--- config.mk ---
export PLATFORM = sky130hd
export DESIGN_NAME = hazard_ctrl
export DESIGN_NICKNAME = d
export VERILOG_FILES = /design/src/rtl/hazard_ctrl.sv
export SDC_FILE = /design/constraint.sdc
export NUM_CORES = 1
export LEC_CHECK = 0
export CORE_MARGIN = 1
export CORE_UTILIZATION = 30
export DETAILED_ROUTE_END_ITERATION = 6
export HOLD_SLACK_MARGIN = 0.02
export PLACE_DENSITY_LB_ADDON = 0.12
export SLEW_MARGIN = 20
export SYNTH_ARGS = -nofsm -noshare
export SYNTH_HDL_FRONTEND = slang
export SYNTH_SLANG_ARGS = --single-unit
--- constraint.sdc ---
create_clock -name clk -period 4.27 [get_ports clk]
set_input_delay 0.6405 -clock clk [delete_from_list [all_inputs] [get_ports clk]]
set_output_delay 0.6405 -clock clk [all_outputs]
set_load 0.03 [all_outputs]
--- src/rtl/hazard_ctrl.sv ---
// Hazard controller for the 5-stage RISC-V pipeline: shadows the EX/MEM/WB control state
// to generate forwarding selects, load-use stalls, branch flushes and event counters.
module hazard_ctrl #(
  parameter int CNT_W = 16
) (
  input  logic             clk,
  input  logic             rst,
  input  logic [4:0]       rs1_d,
  input  logic [4:0]       rs2_d,
  input  logic [4:0]       rd_d,
  input  logic             reg_write_d,
  input  logic             result_src_d,
  input  logic             pc_src_e,
  output logic             stall_f,
  output logic             stall_d,
  output logic             flush_d,
  output logic             flush_e,
  output logic [1:0]       forward_a_e,
  output logic [1:0]       forward_b_e,
  output logic [CNT_W-1:0] stall_count,
  output logic [CNT_W-1:0] flush_count
);

  logic [4:0]       r_rs1_e;
  logic [4:0]       r_rs2_e;
  logic [4:0]       r_rd_e;
  logic             r_reg_write_e;
  logic             r_result_src_e;
  logic [4:0]       r_rd_m;
  logic             r_reg_write_m;
  logic [4:0]       r_rd_w;
  logic             r_reg_write_w;
  logic [CNT_W-1:0] r_stall_cnt;
  logic [CNT_W-1:0] r_flush_cnt;

  logic w_lw_stall;
  logic w_flush_e;

  function automatic logic [1:0] fwd_sel(input logic [4:0] rs,
                                         input logic [4:0] rd_m, input logic wr_m,
                                         input logic [4:0] rd_w, input logic wr_w);
    if (wr_m && (rd_m != 5'd0) && (rd_m == rs)) begin
      return 2'b10;
    end else if (wr_w && (rd_w != 5'd0) && (rd_w == rs)) begin
      return 2'b01;
    end else begin
      return 2'b00;
    end
  endfunction

  // A taken branch suppresses the load-use stall; reset forces every control output low.
  always_comb begin
    w_lw_stall = ~rst & r_result_src_e & r_reg_write_e & (r_rd_e != 5'd0) &
                 ((r_rd_e == rs1_d) | (r_rd_e == rs2_d)) & ~pc_src_e;
    w_flush_e  = w_lw_stall | (~rst & pc_src_e);
  end

  always_comb begin
    stall_f     = w_lw_stall;
    stall_d     = w_lw_stall;
    flush_d     = ~rst & pc_src_e;
    flush_e     = w_flush_e;
    forward_a_e = rst ? 2'b00 : fwd_sel(r_rs1_e, r_rd_m, r_reg_write_m, r_rd_w, r_reg_write_w);
    forward_b_e = rst ? 2'b00 : fwd_sel(r_rs2_e, r_rd_m, r_reg_write_m, r_rd_w, r_reg_write_w);
    stall_count = r_stall_cnt;
    flush_count = r_flush_cnt;
  end

  // E mirrors ID/EX, which takes a bubble (not a hold) while the front end stalls.
  always_ff @(posedge clk or posedge rst) begin
    if (rst) begin
      r_rs1_e        <= 5'd0;
      r_rs2_e        <= 5'd0;
      r_rd_e         <= 5'd0;
      r_reg_write_e  <= 1'b0;
      r_result_src_e <= 1'b0;
      r_rd_m         <= 5'd0;
      r_reg_write_m  <= 1'b0;
      r_rd_w         <= 5'd0;
      r_reg_write_w  <= 1'b0;
    end else begin
      if (w_flush_e) begin
        r_rs1_e        <= 5'd0;
        r_rs2_e        <= 5'd0;
        r_rd_e         <= 5'd0;
        r_reg_write_e  <= 1'b0;
        r_result_src_e <= 1'b0;
      end else begin
        r_rs1_e        <= rs1_d;
        r_rs2_e        <= rs2_d;
        r_rd_e         <= rd_d;
        r_reg_write_e  <= reg_write_d;
        r_result_src_e <= result_src_d;
      end
      r_rd_m        <= r_rd_e;
      r_reg_write_m <= r_reg_write_e;
      r_rd_w        <= r_rd_m;
      r_reg_write_w <= r_reg_write_m;
    end
  end

  always_ff @(posedge clk or posedge rst) begin
    if (rst) begin
      r_stall_cnt <= '0;
      r_flush_cnt <= '0;
    end else begin
      if (w_lw_stall && (r_stall_cnt != '1)) begin
        r_stall_cnt <= r_stall_cnt + CNT_W'(1);
      end
      if (pc_src_e && (r_flush_cnt != '1)) begin
        r_flush_cnt <= r_flush_cnt + CNT_W'(1);
      end
    end
  end

endmodule

==> results.sh, run 1 <==
export IMPL_drt_iter0_markers=36
export IMPL_layout_common_cells="dfrtp_1 (61), clkdlybuf4s50_1 (57), xor2_1 (35)"
export IMPL_finalNonFillerCells=435
export IMPL_wl_per_cell_um=14.40
export IMPL_synth_edf_count=0
export IMPL_final_core_util_pct=40.97
export IMPL_h_tree_depth=3
export IMPL_insertedDiodeCount=0
export IMPL_portBuffers=59
export IMPL_worstMarginPinSlew_ps=582.2
export IMPL_period_share_pct=74.55
export IMPL_finalHoldViolCount=0
export IMPL_path_class="in2out"
export IMPL_viasPerCell=4.733
export IMPL_drive_above_1_share_pct=10.80
export IMPL_grt_ovfl_total=0
export IMPL_synth_warnings=0
export IMPL_num_vias=2059
export IMPL_violations="design-rule violations"
export IMPL_clock_fmax_mhz=314.1
export IMPL_hold_end="r_reg_write_w$_DFF_PP0_"
export IMPL_critPathLaunchType="primary input"
export IMPL_r2r_slack_ps=2040
export IMPL_hp_start="r_reg_write_m$_DFF_PP0_"
export IMPL_hold_buffers=0
export IMPL_worstPathMaxFanout=3
export IMPL_fin_crit_ps=3183
export IMPL_cts_buffers=9
export IMPL_yosysSeqAreaShare_pct=53.72
export IMPL_clkLatencyLatePin_ps=330
export IMPL_clkSinkCount=61
export IMPL_num_fill_cells=921
export IMPL_postRouteAntennaNets=0
export IMPL_synth_seq_cells=61
export IMPL_grt_usage_pct=14.23
export IMPL_arrival_ps=2540
export IMPL_initial_core_util_pct=30.90
export IMPL_cts_resized=0
export IMPL_total_power_mw=1.497
export IMPL_timing_rr_start="stall_count[0]$_DFFE_PP0P_"
export IMPL_finalNetCount=341
export IMPL_routed_wl_mm=6.266
export IMPL_timing_rr_end="stall_count[14]$_DFFE_PP0P_"
export IMPL_rows=35
export IMPL_p_leak_nw=1.608
export IMPL_syn_area_um2=2841
export IMPL_synth_nets=271
export IMPL_synth_main_ff_cell="dfrtp_1"
export IMPL_vdd_ir_drop_worst_mv=0.1420
export IMPL_cts_buffer_depth=2
export IMPL_die_area_um2=9864
export IMPL_critPathRequiredTime_ps=3630
export IMPL_whs_path_depth=0
export IMPL_dr_pass1_iters=6
export IMPL_power_density_nw_per_um2=397.4
export IMPL_core_um2=9196
export IMPL_layout_commonest_cell="dfrtp_1"
export IMPL_worst_r2r_path_depth=5
export IMPL_clockRootBuffer="clkbuf_8"
export IMPL_slew_headroom_pct=61.19
export IMPL_setup_viol=0
export IMPL_avgSynthCellArea_um2=11.41
export IMPL_rsz0062_at_grt="false"
export IMPL_cts_tree="done"
export IMPL_netlist_instances=249
export IMPL_postCtsSetupBuffers=0
export IMPL_grt_pass1_wl_mm=10.64
export IMPL_die_w_um=99.32
export IMPL_setup_tns_ps=0
export IMPL_antenna_found_initial=0
export IMPL_drv_slew=0
export IMPL_synth_cell_types=36
export IMPL_area_delta_synth_final_pct=32.58
export IMPL_gp_congestion=0.7837
export IMPL_status="finished with violations"
export IMPL_die_h_um=99.32
export IMPL_first_global_vias=2185
export IMPL_worstHoldPathType="reg2reg"
export IMPL_cts_clk_slew_worst_paths_ps=60
export IMPL_ios=60
export IMPL_grt_max_degree=47
export IMPL_drt_drc_violations_left=2
export IMPL_maxCapViolations=0
export IMPL_ys_async_sr_fraction_pct=100.0
export IMPL_critPathCaptureType="primary output"
export IMPL_hpwl_mm=4.633
export IMPL_finClkSkew_ps=7.403
export IMPL_numPlacedInstances=419
-- worst max-delay path by stage --
| stage | depth (start not counted) | endpoint | slack (ps) | start |
|---|---|---|---|---|
| after floorplan | 4 | forward_a_e[0] | 680 | rst |
| after global placement | 6 | flush_e | 1070 | rst |
| after detailed placement | 6 | flush_e | 1070 | rst |
| after CTS | 5 | stall_d | 1060 | rst |
| after global routing | 6 | stall_d | 980 | rs2_d[0] |
| final | 6 | stall_d | 1090 | rs2_d[0] |
-- registers in the layout, indices dropped and copies added (netlist names) --
| signal | count |
|---|---|
| r_reg_write_w | 1 |
| flush_count | 16 |
| r_rd_e | 5 |
| r_reg_write_m | 1 |
| stall_count | 16 |
| r_rs1_e | 5 |
| r_rs2_e | 5 |
| r_rd_m | 5 |
| r_reg_write_e | 1 |
| r_rd_w | 5 |
| r_result_src_e | 1 |
-- synth_stat cells (all sizes together), types with 2 or more instances --
| library cell | instances | area [µm²] |
|---|---|---|
| nor3 | 12 | 60.06 |
| nand3 | 15 | 75.07 |
| and3 | 3 | 18.77 |
| clkbuf | 3 | 12.51 |
| dfrtp | 61 | 1526 |
| and2 | 18 | 112.6 |
| inv | 4 | 15.01 |
| and4 | 3 | 26.28 |
| o21ai | 2 | 13.76 |
| mux2 | 5 | 60.05 |
| or4 | 5 | 37.54 |
| nor4 | 11 | 68.82 |
| ha | 2 | 25.02 |
| xnor2 | 20 | 175.2 |
| nand2 | 16 | 60.06 |
| buf | 2 | 18.77 |
| xor2 | 35 | 306.5 |
| nor2 | 10 | 40.04 |
| a31oi | 2 | 12.51 |
| nand4 | 9 | 56.30 |
-- metrics by stage --
stage | worst slack [ps] | instance area [µm²] | hold slack, ps
after CTS | 1064 | 3767 | 375.0
final | 1087 | 3767 | 374.2
after global routing | 982.5 | 3767 | 381.5
after detailed placement | 1070 | 3576 | 360.3
after floorplan | 680.3 | 2845 | 346.4
after global placement | 1069 | 3576 | 363.0
-- where the power goes --
group | internal [mW] | switching [mW]
Sequential | 0.630 | 0.0614
Combinational | 0.142 | 0.159
Clock | 0.282 | 0.223
Total | 1.05 | 0.443
-- critical path: stages --
cell             delay, ps
clkdlybuf4s50_1        460
xor2_1                 160
nor3_1                 220
a22oi_2                150
nor2_1                 190
clkdlybuf4s50_1        710
-- kinds of logic after synthesis --
kind of cell             share of synthesized area (%)
multiplexers                                     2.113
buffers and inverters                            1.629
adder cells (fa/ha/maj)                         0.8805
AO/OA/AOI/OAI                                    3.743
AND/OR/NAND/NOR                                  20.96
XOR/XNOR                                         16.95
flip-flops                                       53.72
-- area by class of cell --
type / count / area (µm²) / share of cell area [%]
Multi-Input combinational cell: 179 / 1269 / 33.68
Clock buffer: 11 / 141.4 / 3.753
Timing Repair Buffer: 64 / 623.1 / 16.54
Sequential cell: 61 / 1526 / 40.52
Clock inverter: 5 / 50.05 / 1.328
Tap cell: 111 / 138.9 / 3.686
Inverter: 4 / 18.77 / 0.4982
-- per-layer routing --
layer	wire, µm	track usage [%]	vias up
met5	0	0	-
met2	2939	21.10	41
met3	215	3.373	15
met4	188	9.050	0
li1	-	-	1012
met1	2922	18.70	991
Note: power is estimated with default switching activity, not from simulation.
==> run 2: changes to the inputs <==
Clock period 4.27 ns to 2.95 ns, I/O delays scaled along.
==> run 2 against run 1 <==
The flow still finishes with violations (design-rule violations). Clock power up 52%. Routed wire length down 0.37%. Register-to-register slack worse by 1300 ps. Clock skew up 2.0 ps. First-iteration DRC count up 75%. Hold slack worse by 0.81 ps. Core utilization up 0.45 points. Setup slack worse by 920 ps. Sequential share of layout area down 0.44 points. Combinational power up 46%. Power up 47%.
==> results.sh, run 2 (synthesis results as in run 1) <==
export IMPL_clkSinkCount=61
export IMPL_whs_ps=373.4
export IMPL_cts_tree="done"
export IMPL_routed_wl_mm=6.243
export IMPL_finalNetCount=342
export IMPL_grt_pass1_wl_mm=10.61
export IMPL_cts_buffer_depth=2
export IMPL_numPlacedInstances=420
export IMPL_wl_per_cell_um=14.32
export IMPL_rsz0062_at_grt="false"
export IMPL_drt_iter0_markers=63
export IMPL_antenna_found_initial=0
export IMPL_maxCapViolations=0
export IMPL_die_area_um2=9864
export IMPL_design_area_um2=3809
export IMPL_vdd_ir_drop_worst_mv=0.2354
export IMPL_critPathRequiredTime_ps=2510
export IMPL_ios=60
export IMPL_worst_slack_ps=166.5
export IMPL_p_int_mw=1.555
export IMPL_path_class="reg2out"
export IMPL_grt_max_degree=35
export IMPL_p_switching_mw=0.6502
export IMPL_p_leak_nw=1.627
export IMPL_finClkSkew_ps=9.370
export IMPL_rows=35
export IMPL_violations="design-rule violations"
export IMPL_layout_common_cells="dfrtp_1 (61), clkdlybuf4s50_1 (56), xor2_1 (35)"
export IMPL_clockPowerShare_pct=34.7
export IMPL_grt_ovfl_total=0
export IMPL_die_w_um=99.32
export IMPL_pre_cts_slack_ps=194.3
export IMPL_drv_slew=0
export IMPL_setup_viol=0
export IMPL_hpwl_mm=4.626
export IMPL_startpoint="r_rd_e[1]$_DFF_PP0_"
export IMPL_finalHoldViolCount=0
export IMPL_worstPathMaxFanout=6
export IMPL_crit_end="stall_f"
export IMPL_sequentialPowerShare_pct=45.4
export IMPL_worst_r2r_path_depth=6
export IMPL_status="finished with violations"
export IMPL_critPathCaptureType="primary output"
export IMPL_drt_drc_violations_left=2
export IMPL_die_h_um=99.32
export IMPL_insertedDiodeCount=0
export IMPL_placed_area_um2=3596
export IMPL_setup_tns_ps=0
export IMPL_timing_rr_start="stall_count[0]$_DFFE_PP0P_"
export IMPL_period_share_pct=94.36
export IMPL_clockRootBuffer="clkbuf_8"
export IMPL_timing_rr_end="stall_count[1]$_DFFE_PP0P_"
export IMPL_p_comb_share_pct=19.9
export IMPL_arrival_ps=2340
export IMPL_first_global_vias=2046
export IMPL_portBuffers=59
export IMPL_clkLatencyLatePin_ps=330
export IMPL_layout_commonest_cell="dfrtp_1"
export IMPL_drive_above_1_share_pct=12.00
export IMPL_switching_share_pct=29.49
export IMPL_r2r_slack_ps=780
export IMPL_worstHoldPathType="reg2reg"
export IMPL_postRouteAntennaNets=0
export IMPL_hold_buffers=0
export IMPL_cp_slowest_cell="clkdlybuf4s50_1"
export IMPL_dr_pass1_iters=7
export IMPL_critPathLaunchType="register"
export IMPL_initial_core_util_pct=30.90
export IMPL_grt_usage_pct=14.13
export IMPL_slowest_delay_ps=610
export IMPL_viasPerCell=4.670
export IMPL_h_tree_depth=3
export IMPL_finalNonFillerCells=436
export IMPL_clock_fmax_mhz=359.3
export IMPL_gp_congestion=0.7736
export IMPL_worstMarginPinSlew_ps=467.2
export IMPL_fin_crit_ps=2784
export IMPL_slew_headroom_pct=68.56
export IMPL_path_cells="or4_1, o21ai_2, nor2_1, clkdlybuf4s50_1"
export IMPL_num_vias=2036
export IMPL_cts_clk_slew_worst_paths_ps=80
export IMPL_power_density_nw_per_um2=578.9
export IMPL_cts_buffers=9
export IMPL_core_um2=9196
export IMPL_area_delta_synth_final_pct=34.04
-- run 2: cell types whose count changed in the layout (fill, tap and decap cells not counted), sizes merged --
cell	change
clkinvlp	+2
buf	+1
clkdlybuf4s50	-1
dlymetal6s2s	+1
clkinv	-2
-- run 2: stage by stage --
step,utilization [%],power [mW]
after floorplan,-,1.270
after global placement,39.10,1.460
after detailed placement,39.10,1.463
after CTS,41.39,2.235
after global routing,41.42,2.330
final,41.42,2.205
-- run 2: worst min-delay path by stage --
| stage | end | start | cells after the start |
|---|---|---|---|
| 2_1_floorplan | r_reg_write_m$_DFF_PP0_ | r_reg_write_e$_DFF_PP0_ | 0 |
| 3_3_place_gp | r_reg_write_w$_DFF_PP0_ | r_reg_write_m$_DFF_PP0_ | 0 |
| 3_5_place_dp | r_reg_write_m$_DFF_PP0_ | r_reg_write_e$_DFF_PP0_ | 0 |
| 4_1_cts | r_reg_write_m$_DFF_PP0_ | r_reg_write_e$_DFF_PP0_ | 0 |
| 5_1_grt | r_reg_write_m$_DFF_PP0_ | r_reg_write_e$_DFF_PP0_ | 0 |
| 6_report | r_reg_write_m$_DFF_PP0_ | r_reg_write_e$_DFF_PP0_ | 0 |
-- run 2: layout make-up --
type / instances / area (µm²)
Tap cell: 111 / 138.9
Inverter: 4 / 18.77
Timing Repair Buffer: 65 / 633.1
Fill cell: 903 / 5388
Multi-Input combinational cell: 179 / 1281
Clock inverter: 5 / 58.81
Clock buffer: 11 / 151.4
Sequential cell: 61 / 1526
-- run 2: metal layers --
metal	global-route usage (%)	vias to the layer above	share of wire [%]
li1	-	1015	-
met1	19.26	974	49
met2	21.21	42	46
met3	3.725	5	3.6
met4	6.109	0	1.1
met5	0	-	0
-- run 2: power groups by stage --
stage / Clock, mW / Sequential [mW] / Combinational [mW]
floorplan: 0 / 1.10 / 0.174
global placement: 0 / 1.02 / 0.441
detailed placement: 0 / 1.02 / 0.442
CTS: 0.786 / 1.00 / 0.444
global route: 0.830 / 1.02 / 0.481
finish: 0.764 / 1.00 / 0.439
-- run 2: timing repair --
item	CTS	global route
endpoints found under the setup margin	0	5
resized for setup	0	2
setup buffers	0	0
endpoints found under the hold margin	0	0
-- run 2: critical path, delay by kind of cell, from the launching register on --
kind	cells	cell delay [ps]
AND/OR/NAND/NOR	2	710
flip-flops	1	420
AO/OA/AOI/OAI	1	270
buffers and inverters	1	610
==> run 3: changes to the inputs <==
Settings changed: TNS_END_PERCENT from default to 5.
Clock period 2.95 ns to 2.6 ns, I/O delays scaled along.
==> run 3 against run 2 <==
The flow now finishes without violations. Cell count up 1.4%. Core utilization up 1.2 points. Count of clock-buffer cells in the layout up 2. Sequential power up 14%. Clock power up 41%. Sequential share of layout area down 1.1 points.
==> results.sh, run 3 (synthesis results as in run 1) <==
export IMPL_cts_tree="done"
export IMPL_clock_fmax_mhz=401.5
export IMPL_worst_slack_ps=109.6
export IMPL_setup_viol=0
export IMPL_clkLatencyLatePin_ps=330
export IMPL_pre_cts_slack_ps=102.4
export IMPL_critPathLaunchType="primary input"
export IMPL_timing_rr_start="stall_count[0]$_DFFE_PP0P_"
export IMPL_r2r_slack_ps=400
export IMPL_layout_commonest_cell="dfrtp_1"
export IMPL_drt_drc_violations_left=0
export IMPL_total_power_mw=2.726
export IMPL_rsz0062_at_grt="true"
export IMPL_grt_ovfl_total=0
export IMPL_num_vias=2061
export IMPL_whs_path_depth=0
export IMPL_finClkSkew_ps=6.143
export IMPL_antenna_found_initial=0
export IMPL_path_class="in2out"
export IMPL_cts_buffer_depth=2
export IMPL_postRouteAntennaNets=0
export IMPL_area_delta_synth_final_pct=37.96
export IMPL_viasPerCell=4.663
export IMPL_maxCapViolations=0
export IMPL_drt_iter0_markers=53
export IMPL_hpwl_mm=4.566
export IMPL_insertedDiodeCount=0
export IMPL_worst_r2r_path_depth=6
export IMPL_setup_tns_ps=0
export IMPL_grt_usage_pct=13.96
export IMPL_arrival_ps=2100
export IMPL_gp_congestion=0.7362
export IMPL_vdd_ir_drop_worst_mv=0.2397
export IMPL_clockRootBuffer="clkbuf_8"
export IMPL_seqCellArea_um2=1528
export IMPL_die_h_um=99.32
export IMPL_critPathCaptureType="primary output"
export IMPL_dr_pass1_iters=4
export IMPL_p_leak_nw=1.685
export IMPL_multi_input_area_um2=1310
export IMPL_portBuffers=59
export IMPL_layout_common_cells="dfrtp_1 (60), clkdlybuf4s50_1 (52), xor2_1 (35)"
export IMPL_worstMarginPinSlew_ps=557.4
export IMPL_ios=60
export IMPL_h_tree_depth=3
export IMPL_hold_buffers=0
export IMPL_rows=35
export IMPL_die_w_um=99.32
export IMPL_cts_clk_slew_worst_paths_ps=70
export IMPL_core_um2=9196
export IMPL_die_area_um2=9864
export IMPL_hold_end="r_reg_write_m$_DFF_PP0_"
export IMPL_period_share_pct=95.79
export IMPL_worstHoldPathType="reg2reg"
export IMPL_critPathRequiredTime_ps=2210
export IMPL_cts_buffers=9
export IMPL_clkSinkCount=61
export IMPL_initial_core_util_pct=30.90
export IMPL_grt_max_degree=44
export IMPL_finalNetCount=348
export IMPL_fin_crit_ps=2490
export IMPL_hp_start="r_reg_write_e$_DFF_PP0_"
export IMPL_finalHoldViolCount=0
export IMPL_worstPathMaxFanout=4
export IMPL_first_global_vias=2148
export IMPL_wl_per_cell_um=14.24
export IMPL_grt_pass1_wl_mm=10.61
export IMPL_status="complete, no violations"
export IMPL_power_density_nw_per_um2=695.5
export IMPL_slew_headroom_pct=62.84
export IMPL_num_fill_cells=897
export IMPL_timing_rr_end="stall_count[1]$_DFFE_PP0P_"
export IMPL_routed_wl_mm=6.296
export IMPL_drive_above_1_share_pct=14.50
export IMPL_drv_slew=0
-- run 3: changes by cell type in the layout (fill, tap and decap cells not counted), sizes merged --
cell / change
buf: +9
clkdlybuf4s50: -4
bufinv: +2
clkbuf: +2
clkinv: -2
clkinvlp: -2
dlygate4sd2: +2
dlymetal6s2s: -1
-- run 3: per-stage QoR --
stage | instance area, µm² | utilization (%) | hold WS, ps | cells
after floorplan | 2875 | - | 346.4 | 249
after global placement | 3613 | 39.29 | 351.6 | 421
after detailed placement | 3613 | 39.29 | 354.9 | 421
after CTS | 3881 | 42.20 | 368.9 | 437
after global routing | 3920 | 42.63 | 378.7 | 442
final | 3920 | 42.63 | 375.5 | 442
-- run 3: power by group --
| group | total [mW] | internal (mW) | switching, mW | leakage, nW |
|---|---|---|---|---|
| logic | 0.511 | 0.243 | 0.268 | 0.773 |
| registers | 1.14 | 1.04 | 0.104 | 0.783 |
| clock network | 1.08 | 0.717 | 0.360 | 0.130 |
| total | 2.73 | 1.99 | 0.732 | 1.69 |
-- run 3: layout make-up --
cell class | instances | area share, %
flip-flops and latches | 61 | 38.97
multi-input cells | 179 | 33.42
repair buffers | 71 | 16.98
well taps | 111 | 3.543
clock buffers | 13 | 4.309
inverters | 4 | 0.4788
clock inverters | 3 | 2.298
-- run 3: routing by layer --
metal  global-route usage (%)  up-vias  wire length, µm
met1                    18.64      988             3055
met4                    5.430        0               48
met2                    21.69       40             2953
li1                         -     1029                -
met5                        0        -                0
met3                    3.654        4              238
-- run 3: worst max-delay path, stage by stage --
cell             delay (ps)
clkdlybuf4s50_1         500
clkinvlp_4              170
o211ai_1                100
or4_1                   590
nor4_4                  150
buf_4                   190
-- run 3: worst max-delay path by stage --
| stage | from | endpoint | cells past startpoint |
|---|---|---|---|
| detailed placement | rs2_d[0] | flush_e | 7 |
| CTS | r_rd_m[1]$_DFF_PP0_ | forward_b_e[0] | 6 |
| global route | r_rd_m[1]$_DFF_PP0_ | forward_a_e[0] | 6 |
| finish | rst | forward_a_e[0] | 6 |
| global placement | rst | flush_e | 6 |
| floorplan | rst | forward_b_e[0] | 4 |
-- run 3: timing repair --
action,in CTS,in global routing
setup endpoints to repair,3,3
setup buffers,0,5
hold endpoints to repair,0,0
gates resized for setup,3,2
pin swaps,0,1
